<file path="src/rtl/mc_ctrl_ws.sv">
// ============================================================================
//  Module   : mc_ctrl_ws
//  Purpose  : Multi-cycle MIPS control unit (IF/ID/EXE/MEM/WB) with memory
//             wait states, driving datapath muxes and write enables.
//  Option   : define MCCTRL_MEM_HS_EN to replace the fixed MEM_WAIT counter
//             with a mem_ready handshake.
//  Revision : 1.0  initial release
// ============================================================================
`default_nettype none

module mc_ctrl_ws #(
  parameter int unsigned MEM_WAIT = 0,
  parameter int unsigned CNT_W    = 4
) (
  input  logic       clk,
  input  logic       rst,
  input  logic       Zero,
  input  logic [5:0] Op,
  input  logic [5:0] Funct,
  input  logic       mem_ready,
  output logic       RegWrite,
  output logic       MemWrite,
  output logic       PCWrite,
  output logic       IRWrite,
  output logic       MemRead,
  output logic       EXTOp,
  output logic       ALUSrcA,
  output logic [1:0] ALUSrcB,
  output logic [2:0] ALUOp,
  output logic [1:0] PCSource,
  output logic [1:0] GPRSel,
  output logic [1:0] WDSel,
  output logic       IorD,
  output logic       retire,
  output logic       illegal,
  output logic [2:0] state_o
);

  typedef enum logic [2:0] {
    S_IF  = 3'b000,
    S_ID  = 3'b001,
    S_EXE = 3'b010,
    S_MEM = 3'b011,
    S_WB  = 3'b100
  } state_t;

  localparam logic [5:0] c_OP_RTYPE = 6'b000000;
  localparam logic [5:0] c_OP_J     = 6'b000010;
  localparam logic [5:0] c_OP_JAL   = 6'b000011;
  localparam logic [5:0] c_OP_BEQ   = 6'b000100;
  localparam logic [5:0] c_OP_BNE   = 6'b000101;
  localparam logic [5:0] c_OP_ADDI  = 6'b001000;
  localparam logic [5:0] c_OP_ANDI  = 6'b001100;
  localparam logic [5:0] c_OP_ORI   = 6'b001101;
  localparam logic [5:0] c_OP_LW    = 6'b100011;
  localparam logic [5:0] c_OP_SW    = 6'b101011;

  localparam logic [2:0] c_ALU_ADD  = 3'b001;
  localparam logic [2:0] c_ALU_SUB  = 3'b010;
  localparam logic [2:0] c_ALU_AND  = 3'b011;
  localparam logic [2:0] c_ALU_OR   = 3'b100;
  localparam logic [2:0] c_ALU_SLT  = 3'b101;
  localparam logic [2:0] c_ALU_SLTU = 3'b110;

  state_t state_q, state_d;
  logic   w_mem_done;

  logic       w_illegal, w_j, w_jal, w_jr, w_beq, w_bne;
  logic       w_lw, w_sw, w_imm, w_zext;
  logic [2:0] w_alu_op;

  always_comb begin
    w_illegal = 1'b0;
    w_j       = 1'b0;
    w_jal     = 1'b0;
    w_jr      = 1'b0;
    w_beq     = 1'b0;
    w_bne     = 1'b0;
    w_lw      = 1'b0;
    w_sw      = 1'b0;
    w_imm     = 1'b0;
    w_zext    = 1'b0;
    w_alu_op  = c_ALU_ADD;
    case (Op)
      c_OP_RTYPE: begin
        case (Funct)
          6'b100000, 6'b100001: w_alu_op = c_ALU_ADD;
          6'b100010, 6'b100011: w_alu_op = c_ALU_SUB;
          6'b100100:            w_alu_op = c_ALU_AND;
          6'b100101:            w_alu_op = c_ALU_OR;
          6'b101010:            w_alu_op = c_ALU_SLT;
          6'b101011:            w_alu_op = c_ALU_SLTU;
          6'b001000:            w_jr     = 1'b1;
          default:              w_illegal = 1'b1;
        endcase
      end
      c_OP_ADDI: w_imm = 1'b1;
      c_OP_ANDI: begin w_imm = 1'b1; w_zext = 1'b1; w_alu_op = c_ALU_AND; end
      c_OP_ORI:  begin w_imm = 1'b1; w_zext = 1'b1; w_alu_op = c_ALU_OR;  end
      c_OP_LW:   w_lw  = 1'b1;
      c_OP_SW:   w_sw  = 1'b1;
      c_OP_BEQ:  begin w_beq = 1'b1; w_alu_op = c_ALU_SUB; end
      c_OP_BNE:  begin w_bne = 1'b1; w_alu_op = c_ALU_SUB; end
      c_OP_J:    w_j   = 1'b1;
      c_OP_JAL:  w_jal = 1'b1;
      default:   w_illegal = 1'b1;
    endcase
  end

`ifdef MCCTRL_MEM_HS_EN
  assign w_mem_done = mem_ready;
`else
  // Counter sits at 0 outside IF/MEM, so it is already loaded on entry.
  logic [CNT_W-1:0] cnt_q, cnt_d;
  logic             w_unused_mem_ready;

  assign w_unused_mem_ready = mem_ready;
  assign w_mem_done         = (cnt_q == CNT_W'(MEM_WAIT));

  always_comb begin
    cnt_d = '0;
    if ((state_q == S_IF || state_q == S_MEM) && !w_mem_done)
      cnt_d = cnt_q + CNT_W'(1);
  end

  always_ff @(posedge clk or posedge rst) begin
    if (rst) cnt_q <= '0;
    else     cnt_q <= cnt_d;
  end
`endif

  always_ff @(posedge clk or posedge rst) begin
    if (rst) state_q <= S_IF;
    else     state_q <= state_d;
  end

  assign state_o = state_q;

  always_comb begin
    state_d  = state_q;
    RegWrite = 1'b0;
    MemWrite = 1'b0;
    PCWrite  = 1'b0;
    IRWrite  = 1'b0;
    MemRead  = 1'b0;
    EXTOp    = 1'b1;
    ALUSrcA  = 1'b1;
    ALUSrcB  = 2'b00;
    ALUOp    = c_ALU_ADD;
    PCSource = 2'b00;
    GPRSel   = 2'b00;
    WDSel    = 2'b00;
    IorD     = 1'b0;
    retire   = 1'b0;
    illegal  = 1'b0;
    // While in reset every output stays at its idle default.
    if (!rst) begin
      case (state_q)
        S_IF: begin
          MemRead = 1'b1;
          ALUSrcA = 1'b0;
          ALUSrcB = 2'b01;
          if (w_mem_done) begin
            PCWrite = 1'b1;
            IRWrite = 1'b1;
            state_d = S_ID;
          end
        end
        S_ID: begin
          ALUSrcA = 1'b0;
          ALUSrcB = 2'b11;
          if (w_illegal) begin
            illegal = 1'b1;
            state_d = S_IF;
          end else if (w_j || w_jal) begin
            PCSource = 2'b10;
            PCWrite  = 1'b1;
            retire   = 1'b1;
            state_d  = S_IF;
            if (w_jal) begin
              RegWrite = 1'b1;
              GPRSel   = 2'b10;
              WDSel    = 2'b10;
            end
          end else if (w_jr) begin
            PCSource = 2'b11;
            PCWrite  = 1'b1;
            retire   = 1'b1;
            state_d  = S_IF;
          end else begin
            state_d = S_EXE;
          end
        end
        S_EXE: begin
          ALUOp = w_alu_op;
          if (w_beq || w_bne) begin
            PCSource = 2'b01;
            PCWrite  = w_beq ? Zero : ~Zero;
            retire   = 1'b1;
            state_d  = S_IF;
          end else if (w_lw || w_sw) begin
            ALUSrcB = 2'b10;
            state_d = S_MEM;
          end else begin
            if (w_imm) begin
              ALUSrcB = 2'b10;
              EXTOp   = ~w_zext;
            end
            state_d = S_WB;
          end
        end
        S_MEM: begin
          IorD    = 1'b1;
          MemRead = w_lw;
          if (w_mem_done) begin
            if (w_sw) begin
              MemWrite = 1'b1;
              retire   = 1'b1;
              state_d  = S_IF;
            end else begin
              state_d = S_WB;
            end
          end
        end
        S_WB: begin
          RegWrite = 1'b1;
          retire   = 1'b1;
          GPRSel   = (w_imm || w_lw) ? 2'b01 : 2'b00;
          WDSel    = w_lw ? 2'b01 : 2'b00;
          state_d  = S_IF;
        end
        default: state_d = S_IF;
      endcase
    end
  end

endmodule

`default_nettype wire

</file>
<file path="config.mk">
export PLATFORM = sky130hd
export DESIGN_NAME = mc_ctrl_ws
export DESIGN_NICKNAME = d
export VERILOG_FILES = /design/src/rtl/mc_ctrl_ws.sv
export SDC_FILE = /design/constraint.sdc
export NUM_CORES = 1
export LEC_CHECK = 0
export CAP_MARGIN = 20
export CORE_ASPECT_RATIO = 0.75
export CORE_MARGIN = 5
export CORE_UTILIZATION = 45
export CTS_CLUSTER_DIAMETER = 30
export DETAILED_ROUTE_END_ITERATION = 16
export PLACE_DENSITY = 0.84
export SKIP_CTS_REPAIR_TIMING = 1
export SLEW_MARGIN = 20
export SYNTH_ARGS = -nofsm -noshare
export SYNTH_HDL_FRONTEND = slang
export SYNTH_SLANG_ARGS = --single-unit
</file>
<file path="constraint.sdc">
create_clock -name clk -period 3.5 [get_ports clk]
set_clock_uncertainty 0.2 [all_clocks]
set_input_delay 0.7 -clock clk [delete_from_list [all_inputs] [get_ports clk]]
set_output_delay 0.7 -clock clk [all_outputs]
set_load 0.01 [all_outputs]
</file>
; ---- Yosys cells after proc, flatten, opt, wreduce, memory -nomap -nowiden
; Index checks and enable logic that the tools add are counted.
[word_totals]
word_cells = 130
inputBits = 16
ff_bits = 7
out_inout_bits = 24
[classes]
muxes = 82
n_addsub = 1
n_bitwise = 3
n_eq_ne = 24
n_reduce_logical = 18
[op_table]
columns = op, n
row1 = 6-bit equality test (second input constant), 10
row2 = 1-bit 2-to-1 mux, 46
row3 = 2-bit 2-to-1 mux, 16
row4 = 6-bit by 4-bit equality test with 1-bit output (second input constant), 4
row5 = 3-bit case mux with 4 select lines, 2
row6 = 3-bit 2-to-1 mux, 7
row7 = 9-bit OR reduction, 2
row8 = 3-bit case mux with 5 select lines, 1
row9 = 6-bit by 2-bit equality test with 1-bit output (second input constant), 2
row10 = 6-bit by 3-bit equality test with 1-bit output (second input constant), 2
row11 = 2-bit case mux with 2 select lines, 3
row12 = 2-bit OR reduction, 4
row13 = 3-bit by 2-bit equality test with 1-bit output (second input constant), 2
row14 = 6-bit logical NOT, 1
row15 = 1-bit case mux with 2 select lines, 3
row16 = 2-bit case mux with 3 select lines, 1
row17 = 1-bit logical OR, 5
row18 = 4-bit by 1-bit adder with 4-bit output (second input constant), 1
row19 = 4-bit logical NOT, 1
row20 = 4-bit 2-to-1 mux, 1
row21 = 2-bit != test (second input constant), 2
row22 = 1-bit case mux with 4 select lines, 1
row23 = 3-bit by 1-bit equality test with 1-bit output (second input constant), 1
row24 = 3-bit equality test (second input constant), 1
row25 = other kinds (7), 9

; ---- Depth between registers and ports, before layout
; Gate-level depths: netlist (run 1).
[logic_depth]
depth_word = 9
mapped_depth = 7
ltp_nobuf = 7

; ---- Worst setup path before layout (run 1)
; Ideal clock, no wire load.
[synth_path]
path_type = input port to output port
from = in Op[4]
to = out PCWrite
slack_ns = 0.468
path_stages = 6
required_time_ns = 2.600
path_buffers = 1
arrival_ns = 2.132
cell_sequence = buf_2 -> or3_1 -> nor4_2 -> a21oi_2 -> or3_4 -> a211oi_2
[synth_between]
elab_chain_len = 7
word_cells_on_any_way = 26
classes_between = eq/ne (9) / mux (13) / reduce/logical (4)
[synth_lines]
columns = element, line
row1 = start: declaration, 18  ; input logic [5:0] Op,
row2 = "parallel branches: the longest is 5 deep, another holds 9-bit OR reduction", n/a
row3 = 1-bit case mux with 3 select lines *, 158  ; case (state_q)
row4 = 1-bit 2-to-1 mux *, 157  ; if (!rst) begin
row5 = end: declaration, 23  ; output logic PCWrite,
; Mark *: on every way between the ends.

; ---- Worst setup path in the final report (run 1)
[layout_path]
from = in Op[5]
to = out PCWrite
; Same word-level chain as after synthesis.

==> metrics.txt, run 1 <==
TritonCTS buffer count=3; Hold Path Stages=1; arrival time of the worst setup path=2.57 ns; net count after synthesis=150; Detail Route Antenna Nets=0; area of the core=0.001997 mm^2; Hold Vio Cnt, Final=0; vias in the first global route=1,183; largest fanout on the critical path=3; count of standard-cell rows=14; Setup Viol. Count Final=0; # placed instances=213; part of the cycle the worst path needs=99.25%; final cell count without fillers=219; CP Cell Sequence=dlymetal6s2s_1 -> or3_4 -> nor4_4 -> buf_4 -> a21oi_2 -> or3_4 -> a211oi_2 -> buf_2; global-route wire length before repair=5582 um; # DRC=0; total wirelength of the detailed-routed design=3580 um; path depth of the worst reg2reg path=7; proportion of synthesized flip-flops having asynchronous set or reset=100.0%; slack of the worst reg-to-reg path=1.44 ns; capturing instance or port of the critical path=PCWrite; Max Root-Sink Buffers=2; area overhead of the layout relative to synthesis=74.67%; Cell Pwr Density=200.7 mW/mm^2; flops & latches, synth=7; half-perimeter wire length of the detailed placement result=2723 um; mux cell area share after synthesis=0%; clock-pin transition on the worst setup and hold timing paths=0.05 ns; max-cap violations=0; starting density of the core=46.99%; DRC marker count from the first detailed-route iteration=119; Max Slew Vio Count=0; number of antenna violations at the first check in global routing=0; Post-synth EDFFs=0; unrepaired setup endpoints after global routing=yes; GRT Residual Overflow=0; Synth Warn #=0; cell with the biggest individual delay on the critical path=or3_4; utilization after layout=82.08%; adder-cell share of the synthesized area=2.667%; static leakage power=0.9062 nW; area of the multi-input gates=732.0 um^2; Mapped Cells=132; insertion delay of the later-clocked pin in the worst-skew pair=0.25 ns; Layout Nets=214; fraction of final layout cells with drive strength greater than 1=27.18%; end of the worst register-to-register path=state_o[1]$_DFFE_PP0P_; kind of start point of the critical path=primary input; pin slew with the least headroom to its limit=0.5857 ns; count of different cell masters after synthesis=46; Primary FF master, synth=dfrtp_1; Clk Tree Root Cell=clkbuf_4; final worst path period need=3.474 ns; register cell area after layout=175.2 um^2; clock tree from TritonCTS=built; share of the yosys chip area belonging to registers=18.67%; worst r2r src=cnt_q[0]$_DFF_PP0_; number of buffers added on ports=38; Avg Vias per Cell=5.776; number of detailed-routing iterations run before antenna repair=4; overall die width=62.73 um; post-synthesis compound-gate area fraction=21.60%; largest stage delay on the critical path=0.42 ns; CTS HTree Levels=1; Antenna diodes=0; pin count of the biggest net entering global routing=14; result of the run=complete, no violations; post-synthesis instance area=938.4 um^2; IO Count=40; floorplan die area=0.003108 mm^2; achievable clock frequency=0.2879 GHz; type of the worst setup path=in -> out; fraction of synthesized cell area in xor and xnor cells=2.800%; combinational family with the most area after synthesis=simple AND/OR/NAND/NOR gates; floorplan die height=49.55 um; final routed wire length divided by cell count=16.35 um; mean area per synthesized cell=7.109 um^2; All-Layer GR Usage=22.08%; required time worst endpoint=2.60 ns; CP endpoint kind=output pin; total via count after detailed routing=1,265; simple-gate share of the synthesized area=46.93%; class of the worst hold path=reg -> reg; Worst path most repeated cell=or3_4; Crit. Startpoint=Op[5]; Slew headroom=60.87%; worst vdd ir=0.2715 mV; final weighted congestion of routability-driven global placement=0.9853; total clock sinks=7; # fillers=124
==> worst min path at each step <==
stage	from	to	slack (ns)
after global placement	cnt_q[0]$_DFF_PP0_	cnt_q[0]$_DFF_PP0_	0.26
after global routing	cnt_q[0]$_DFF_PP0_	cnt_q[0]$_DFF_PP0_	0.34
after detailed placement	cnt_q[0]$_DFF_PP0_	cnt_q[0]$_DFF_PP0_	0.29
final	cnt_q[0]$_DFF_PP0_	cnt_q[0]$_DFF_PP0_	0.30
after floorplan	cnt_q[0]$_DFF_PP0_	cnt_q[0]$_DFF_PP0_	0.25
after CTS	cnt_q[0]$_DFF_PP0_	cnt_q[0]$_DFF_PP0_	0.30
==> layout make-up <==
cell class / count / share of cell area [%]
sequential: 7 / 10.69
timing repair buffer: 68 / 39.39
inverter: 8 / 1.832
tap: 24 / 1.832
multi-input combinational: 108 / 44.66
clock buffer: 4 / 1.603
==> power breakdown <==
part	total (mW)	switching (mW)	internal (mW)	leakage, nW
Combinational	0.163	0.0823	0.0811	0.796
Clock	0.0724	0.0290	0.0434	0.0150
Sequential	0.0930	0.00783	0.0852	0.0956
Total	0.329	0.119	0.210	0.906
==> sequential cells by signal (all words and copies together), names as in the netlist <==
register / count
state_o: 3
cnt_q: 4
==> worst max-delay path: cells and delay by family <==
kind / cells / cell delay, ns
buffers and inverters: 3 / 0.48
and+or+nand+nor: 3 / 1.15
AOI/OAI and AO/OA: 2 / 0.25
==> metrics by stage <==
stage          cell area (um^2)  power [mW]  hold WS (ns)   TNS, ns  setup slack [ns]
6_report                   1639      0.3289        0.3009         0           0.02642
5_1_grt                    1639      0.3522        0.3365  -0.02401          -0.02390
4_1_cts                    1546      0.3285        0.2993    -2.854           -0.4657
3_5_place_dp               1520      0.2549        0.2929    -2.774           -0.4683
3_3_place_gp               1520      0.2500        0.2632    -2.112           -0.4132
2_1_floorplan             938.4      0.1660        0.2482         0            0.4679
==> synth_stat cells (all sizes together) (2+ instances only) <==
cell type	number	area share (%)
nor2	17	6.8
nor3	8	5.5
nand2	8	3.2
a211oi	3	2.9
o21a	2	1.6
and2	4	2.7
or3	4	3.2
nor4	2	2.7
xnor2	2	1.9
or2	3	2.0
and4	2	1.9
nor2b	2	1.3
o21ai	6	3.2
nand3	8	4.3
nand2b	4	2.7
a31oi	3	2.0
ha	2	2.7
or2b	2	1.6
dfrtp	7	19
nor3b	2	1.6
clkbuf	7	2.8
a211o	2	1.9
buf	2	1.3
nand4	2	1.3
inv	8	3.2
a21oi	8	4.7
==> cells in the final DEF (no fill, tap or decap), types with 2 or more instances in the layout <==
cell / instances
or2_2: 2
nor3_2: 2
nand3_1: 8
or2b_1: 2
a211oi_2: 2
ha_1: 2
nand4_1: 2
a31oi_1: 3
buf_4: 30
xnor2_1: 2
inv_1: 7
o21ai_1: 2
dfrtp_1: 7
buf_2: 2
o21ai_0: 4
nor2_1: 16
a21oi_1: 7
nand2_1: 8
and4_1: 2
and2_1: 4
a211o_1: 2
or3_1: 2
nand2b_1: 4
nor3b_1: 2
dlymetal6s2s_1: 20
nor3_1: 5
o21a_1: 2
clkbuf_4: 3
clkdlybuf4s50_1: 16
or3_4: 2
nor2b_1: 2
==> cells by family (layout without fill, tap and decap cells) <==
logic type,count (synthesis),count (layout)
AO/OA/AOI/OAI,29,29
XOR/XNOR,3,3
adder cells (fa/ha/maj),2,2
buffers and inverters,17,80
flip-flops,7,7
AND/OR/NAND/NOR,74,74
==> routing by layer <==
metal	up-vias	track usage, %	routed length [um]
li1	600	-	-
met1	585	28.12	1448
met2	76	37.59	1779
met3	4	5.909	318
met4	0	4.240	32
met5	-	0	0
Note: power is estimated with default switching activity, not from simulation.
==> inputs of run 2 (changes only) <==
--- a/config.mk
+++ b/config.mk
@@ -12,6 +12,7 @@
 export CTS_CLUSTER_DIAMETER = 30
 export DETAILED_ROUTE_END_ITERATION = 16
 export PLACE_DENSITY = 0.84
+export REMOVE_ABC_BUFFERS = 1
 export SKIP_CTS_REPAIR_TIMING = 1
 export SLEW_MARGIN = 20
 export SYNTH_ARGS = -nofsm -noshare
==> run 2 against run 1 <==
Compared with the run above:
- hold slack better by 0.023 ns
- final cell count grew 0.91%
- non-clock buffer count up 2
- register-to-register slack is essentially flat
- maximum frequency grew 2.0%
- sequential share of layout area fell by 0.19 points
- core utilization up 1.5 points
- wire length rose by 17%
- via count increased by 10%
- total power up 4.7%
- design area rose by 1.8%
- die area did not move
- largest cell class unchanged
==> metrics.txt, run 2 (synthesized netlist as in run 1, its figures left out) <==
result of the run=complete, no violations; Cell Pwr Density=206.3 mW/mm^2; # DRC=0; Slew headroom=61.34%; Antenna diodes=0; required time worst endpoint=2.60 ns; CTS HTree Levels=1; clock tree from TritonCTS=built; clock-pin transition on the worst setup and hold timing paths=0.06 ns; type of the worst setup path=in -> out; kind of start point of the critical path=primary input; Max Slew Vio Count=0; part of the cycle the worst path needs=97.27%; Detail Route Antenna Nets=0; static leakage power=0.9327 nW; most frequent cells in the layout=buf_4 (32), dlymetal6s2s_1 (22), nor2_1 (17); final weighted congestion of routability-driven global placement=0.9130; half-perimeter wire length of the detailed placement result=2641 um; number of buffers added on ports=38; largest fanout on the critical path=3; Biggest register=cnt_q; flip-flop count of the largest register after layout=4; total via count after detailed routing=1,393; most frequent standard cell in the layout excluding fill and tap cells=buf_4; total design power=0.3443 mW; pin count of the biggest net entering global routing=15; GRT Residual Overflow=0; Clk Tree Root Cell=clkbuf_4; CP endpoint kind=output pin; TritonCTS buffer count=3; fraction of final layout cells with drive strength greater than 1=27.41%; number of detailed-routing iterations run before antenna repair=4; floorplan die area=0.003108 mm^2; total wirelength of the detailed-routed design=4184 um; IO Count=40; post-route cell area=0.001669 mm^2; pin slew with the least headroom to its limit=0.5787 ns; Avg Vias per Cell=6.303; area overhead of the layout relative to synthesis=77.87%; area after detailed placement=0.001528 mm^2; worst vdd ir=0.2403 mV; global-route wire length before repair=5540 um; # fillers=116; DRC marker count from the first detailed-route iteration=109; achievable clock frequency=0.2937 GHz; vias in the first global route=1,179; Layout Nets=216; Max Root-Sink Buffers=2; insertion delay of the later-clocked pin in the worst-skew pair=0.26 ns; overall die width=62.73 um; Setup Viol. Count Final=0; max-cap violations=0; class of the worst hold path=reg -> reg; arrival time of the worst setup path=2.50 ns; starting density of the core=46.99%; final routed wire length divided by cell count=18.93 um; floorplan die height=49.55 um; area of the core=0.001997 mm^2; final worst path period need=3.405 ns; count of standard-cell rows=14; number of antenna violations at the first check in global routing=0; unrepaired setup endpoints after global routing=no; Hold Vio Cnt, Final=0; All-Layer GR Usage=21.27%; total clock sinks=7
[run 2: final cells by class]
class	instances	area (um^2)	share of cell area [%]
clock buffers	4	26.28	1.574
inverters	8	30.03	1.799
multi-input cells	108	737.0	44.15
flip-flops and latches	7	175.2	10.49
well taps	24	30.03	1.799
repair buffers	70	670.6	40.18
[run 2: through the flow]
step                hold slack, ns  cells  setup TNS (ns)  worst slack (ns)  util [%]
CTS                         0.3165    218          -2.936           -0.4805     77.82
floorplan                   0.2482    123               0            0.5317         -
global placement            0.2637    214          -2.261           -0.4054     76.50
finish                      0.3241    221               0           0.09538     83.58
global route                0.3469    221               0          0.001235     83.58
detailed placement          0.3101    214          -2.850           -0.4769     76.50
[run 2: path summary, 6_finish.rpt]
| kind | from | to | slack (ns) | depth (start not counted) |
|---|---|---|---|---|
| setup / recovery | Funct[5] | PCWrite | 0.1 | 7 |
| hold / removal | cnt_q[0]$_DFF_PP0_ | cnt_q[0]$_DFF_PP0_ | 0.32 | 1 |
| setup reg to reg | cnt_q[0]$_DFF_PP0_ | state_o[1]$_DFFE_PP0P_ | 1.44 | 7 |
| hold reg to reg | cnt_q[0]$_DFF_PP0_ | cnt_q[0]$_DFF_PP0_ | 0.32 | 1 |
| max in group asynchronous | rst | state_o[0]$_DFFE_PP0P_ | 2.46 | 4 |
| min in group asynchronous | rst | state_o[1]$_DFFE_PP0P_ | 0.50 | 4 |
[run 2: report_power, final]
part	switching, mW	internal, mW
Combinational	0.0845	0.0840
Clock	0.0353	0.0439
Sequential	0.0116	0.0849
Total	0.131	0.213
[run 2: critical path: stages]
cell and delay, ns:
dlymetal6s2s_1 0.15, or4b_4 0.54, nor3_4 0.23, a21oi_2 0.10
or3_4 0.41, a211oi_2 0.19, dlymetal6s2s_1 0.18
[run 2: layer usage]
layer | share of wire, % | vias up | wire, um | GRT usage [%]
met3 | 9.1 | 32 | 381 | 4.091
met1 | 40 | 646 | 1657 | 30.01
met2 | 47 | 112 | 1949 | 34.48
met5 | 0 | - | 0 | 0
met4 | 4.7 | 0 | 197 | 2.473
li1 | - | 603 | - | -
==> inputs of run 3 (changes only) <==
--- a/config.mk
+++ b/config.mk
@@ -6,15 +6,16 @@
 export NUM_CORES = 1
 export LEC_CHECK = 0
 export CAP_MARGIN = 20
-export CORE_ASPECT_RATIO = 0.75
+export CORE_ASPECT_RATIO = 0.9
 export CORE_MARGIN = 5
 export CORE_UTILIZATION = 45
 export CTS_CLUSTER_DIAMETER = 30
 export DETAILED_ROUTE_END_ITERATION = 16
+export GPL_TIMING_DRIVEN = 0
 export PLACE_DENSITY = 0.84
 export REMOVE_ABC_BUFFERS = 1
 export SKIP_CTS_REPAIR_TIMING = 1
-export SLEW_MARGIN = 20
+export SLEW_MARGIN = 25
 export SYNTH_ARGS = -nofsm -noshare
 export SYNTH_HDL_FRONTEND = slang
 export SYNTH_SLANG_ARGS = --single-unit
==> run 3 against run 2 <==
Compared with the run above:
- core utilization decreased by 13 points
- global-route usage decreased by 2.3 points
- critical path depth shrank 1
- maximum frequency hardly changed
- via count fell by 20%
==> metrics.txt, run 3 (synthesized netlist as in run 1, its figures left out) <==
result of the run=complete, no violations; area of the multi-input gates=726.9 um^2; Avg Vias per Cell=5.812; All-Layer GR Usage=18.97%; final worst path period need=3.405 ns; DRC marker count from the first detailed-route iteration=54; floorplan die area=0.003100 mm^2; slack of the worst reg-to-reg path=1.54 ns; total via count after detailed routing=1,110; IO Count=40; combinational fraction of design power=44.8%; part of the total power dissipated in sequential elements=31.5%; clock-pin transition on the worst setup and hold timing paths=0.05 ns; worst vdd ir=0.1753 mV; share of power burned in the clock network=23.8%; largest stage delay on the critical path=0.56 ns; achievable clock frequency=0.2937 GHz; TritonCTS buffer count=3; Biggest register=cnt_q; Cell Pwr Density=219.2 mW/mm^2; Layout Nets=185; Slew headroom=62.63%; CP endpoint kind=output pin; global-route wire length before repair=4471 um; pin slew with the least headroom to its limit=0.5596 ns; final routed wire length divided by cell count=15.24 um; setup slack of the critical path after layout=0.09468 ns; worst-case setup slack after placement=-0.5820 ns; area overhead of the layout relative to synthesis=47.73%; CTS HTree Levels=1; number of antenna violations at the first check in global routing=0; cell with the biggest individual delay on the critical path=clkdlybuf4s50_1; count of standard-cell rows=15; flip-flop count of the largest register after layout=4; fraction of final layout cells with drive strength greater than 1=15.06%; # fillers=163; Clk Tree Root Cell=clkbuf_4; Setup Viol. Count Final=0; Max Slew Vio Count=0; Detail Route Antenna Nets=0; max-cap violations=0; Hold Vio Cnt, Final=0; type of the worst setup path=in -> out; most frequent cells in the layout=clkdlybuf4s50_1 (21), nor2_1 (17), dlymetal6s2s_1 (12); clock tree from TritonCTS=built; Max Root-Sink Buffers=2; pin count of the biggest net entering global routing=15; arrival time of the worst setup path=2.51 ns; largest fanout on the critical path=6; starting density of the core=48.08%; most frequent standard cell in the layout excluding fill and tap cells=clkdlybuf4s50_1; GRT Residual Overflow=0; static leakage power=0.6391 nW; # DRC=0; floorplan die height=53.32 um; kind of start point of the critical path=primary input; part of the cycle the worst path needs=97.29%; overall die width=58.14 um; insertion delay of the later-clocked pin in the worst-skew pair=0.25 ns; number of buffers added on ports=38; unrepaired setup endpoints after global routing=no; CP Cell Sequence=dlymetal6s2s_1 -> or3_1 -> nor4_4 -> nand3_1 -> a21oi_1 -> clkdlybuf4s50_1; switch share=36.43%; register cell area after layout=175.2 um^2; required time worst endpoint=2.60 ns; final weighted congestion of routability-driven global placement=0.8837; number of detailed-routing iterations run before antenna repair=4; class of the worst hold path=reg -> reg; internal cell power=0.1932 mW; vias in the first global route=977; area of the core=0.001952 mm^2; total clock sinks=7; switching power summed over all nets=0.1107 mW; total wirelength of the detailed-routed design=2911 um; Antenna diodes=0; # placed instances=186; final cell count without fillers=191; half-perimeter wire length of the detailed placement result=2221 um
==> run 3: worst paths after layout <==
| path | startpoint | to | cells after the start |
|---|---|---|---|
| setup / recovery | Op[1] | PCSource[0] | 6 |
| setup reg to reg | cnt_q[0]$_DFF_PP0_ | state_o[1]$_DFFE_PP0P_ | 7 |
| hold reg to reg | cnt_q[0]$_DFF_PP0_ | cnt_q[0]$_DFF_PP0_ | 1 |
| hold / removal | cnt_q[0]$_DFF_PP0_ | cnt_q[0]$_DFF_PP0_ | 1 |
| max in group asynchronous | rst | cnt_q[3]$_DFF_PP0_ | 2 |
| min in group asynchronous | rst | cnt_q[1]$_DFF_PP0_ | 2 |
==> run 3: metrics by stage <==
step	setup TNS [ns]	utilization (%)	power (mW)	hold slack [ns]	instance area, um^2
after floorplan	0	-	0.1577	0.2482	899.6
after global placement	-3.296	67.18	0.2292	0.2625	1311
after detailed placement	-3.769	67.18	0.2326	0.2852	1311
after CTS	-3.894	68.53	0.3070	0.2922	1338
after global routing	0	71.03	0.3228	0.3195	1386
final	0	71.03	0.3039	0.2917	1386
==> run 3: area by class of cell <==
class                   instances  share of cell area (%)
repair buffers                 39                   28.61
flip-flops and latches          7                   12.64
inverters                       8                   2.166
multi-input cells             108                   52.44
well taps                      25                   2.256
clock buffers                   4                   1.895
==> run 3: power groups by stage <==
stage          Clock, mW  Combinational (mW)  Sequential [mW]
4_1_cts           0.0748               0.137           0.0949
3_3_place_gp           0               0.134           0.0953
5_1_grt           0.0789               0.148           0.0964
3_5_place_dp           0               0.136           0.0962
2_1_floorplan          0              0.0623           0.0954
6_report          0.0722               0.136           0.0956
==> run 3: critical path: cells and delay by family <==
kind	cells	cell delay, ns
simple gates	3	0.88
compound gates	1	0.18
buf+inv	2	0.75
==> run 3: per-layer routing <==
metal,part of all wire (%),up-vias,wire [um],GRT usage (%)
met5,0,-,0,0
met4,0.72,0,21,5.405
met3,9.5,4,277,6.098
met2,46,58,1332,30.45
met1,44,507,1281,24.20
li1,-,541,-,-
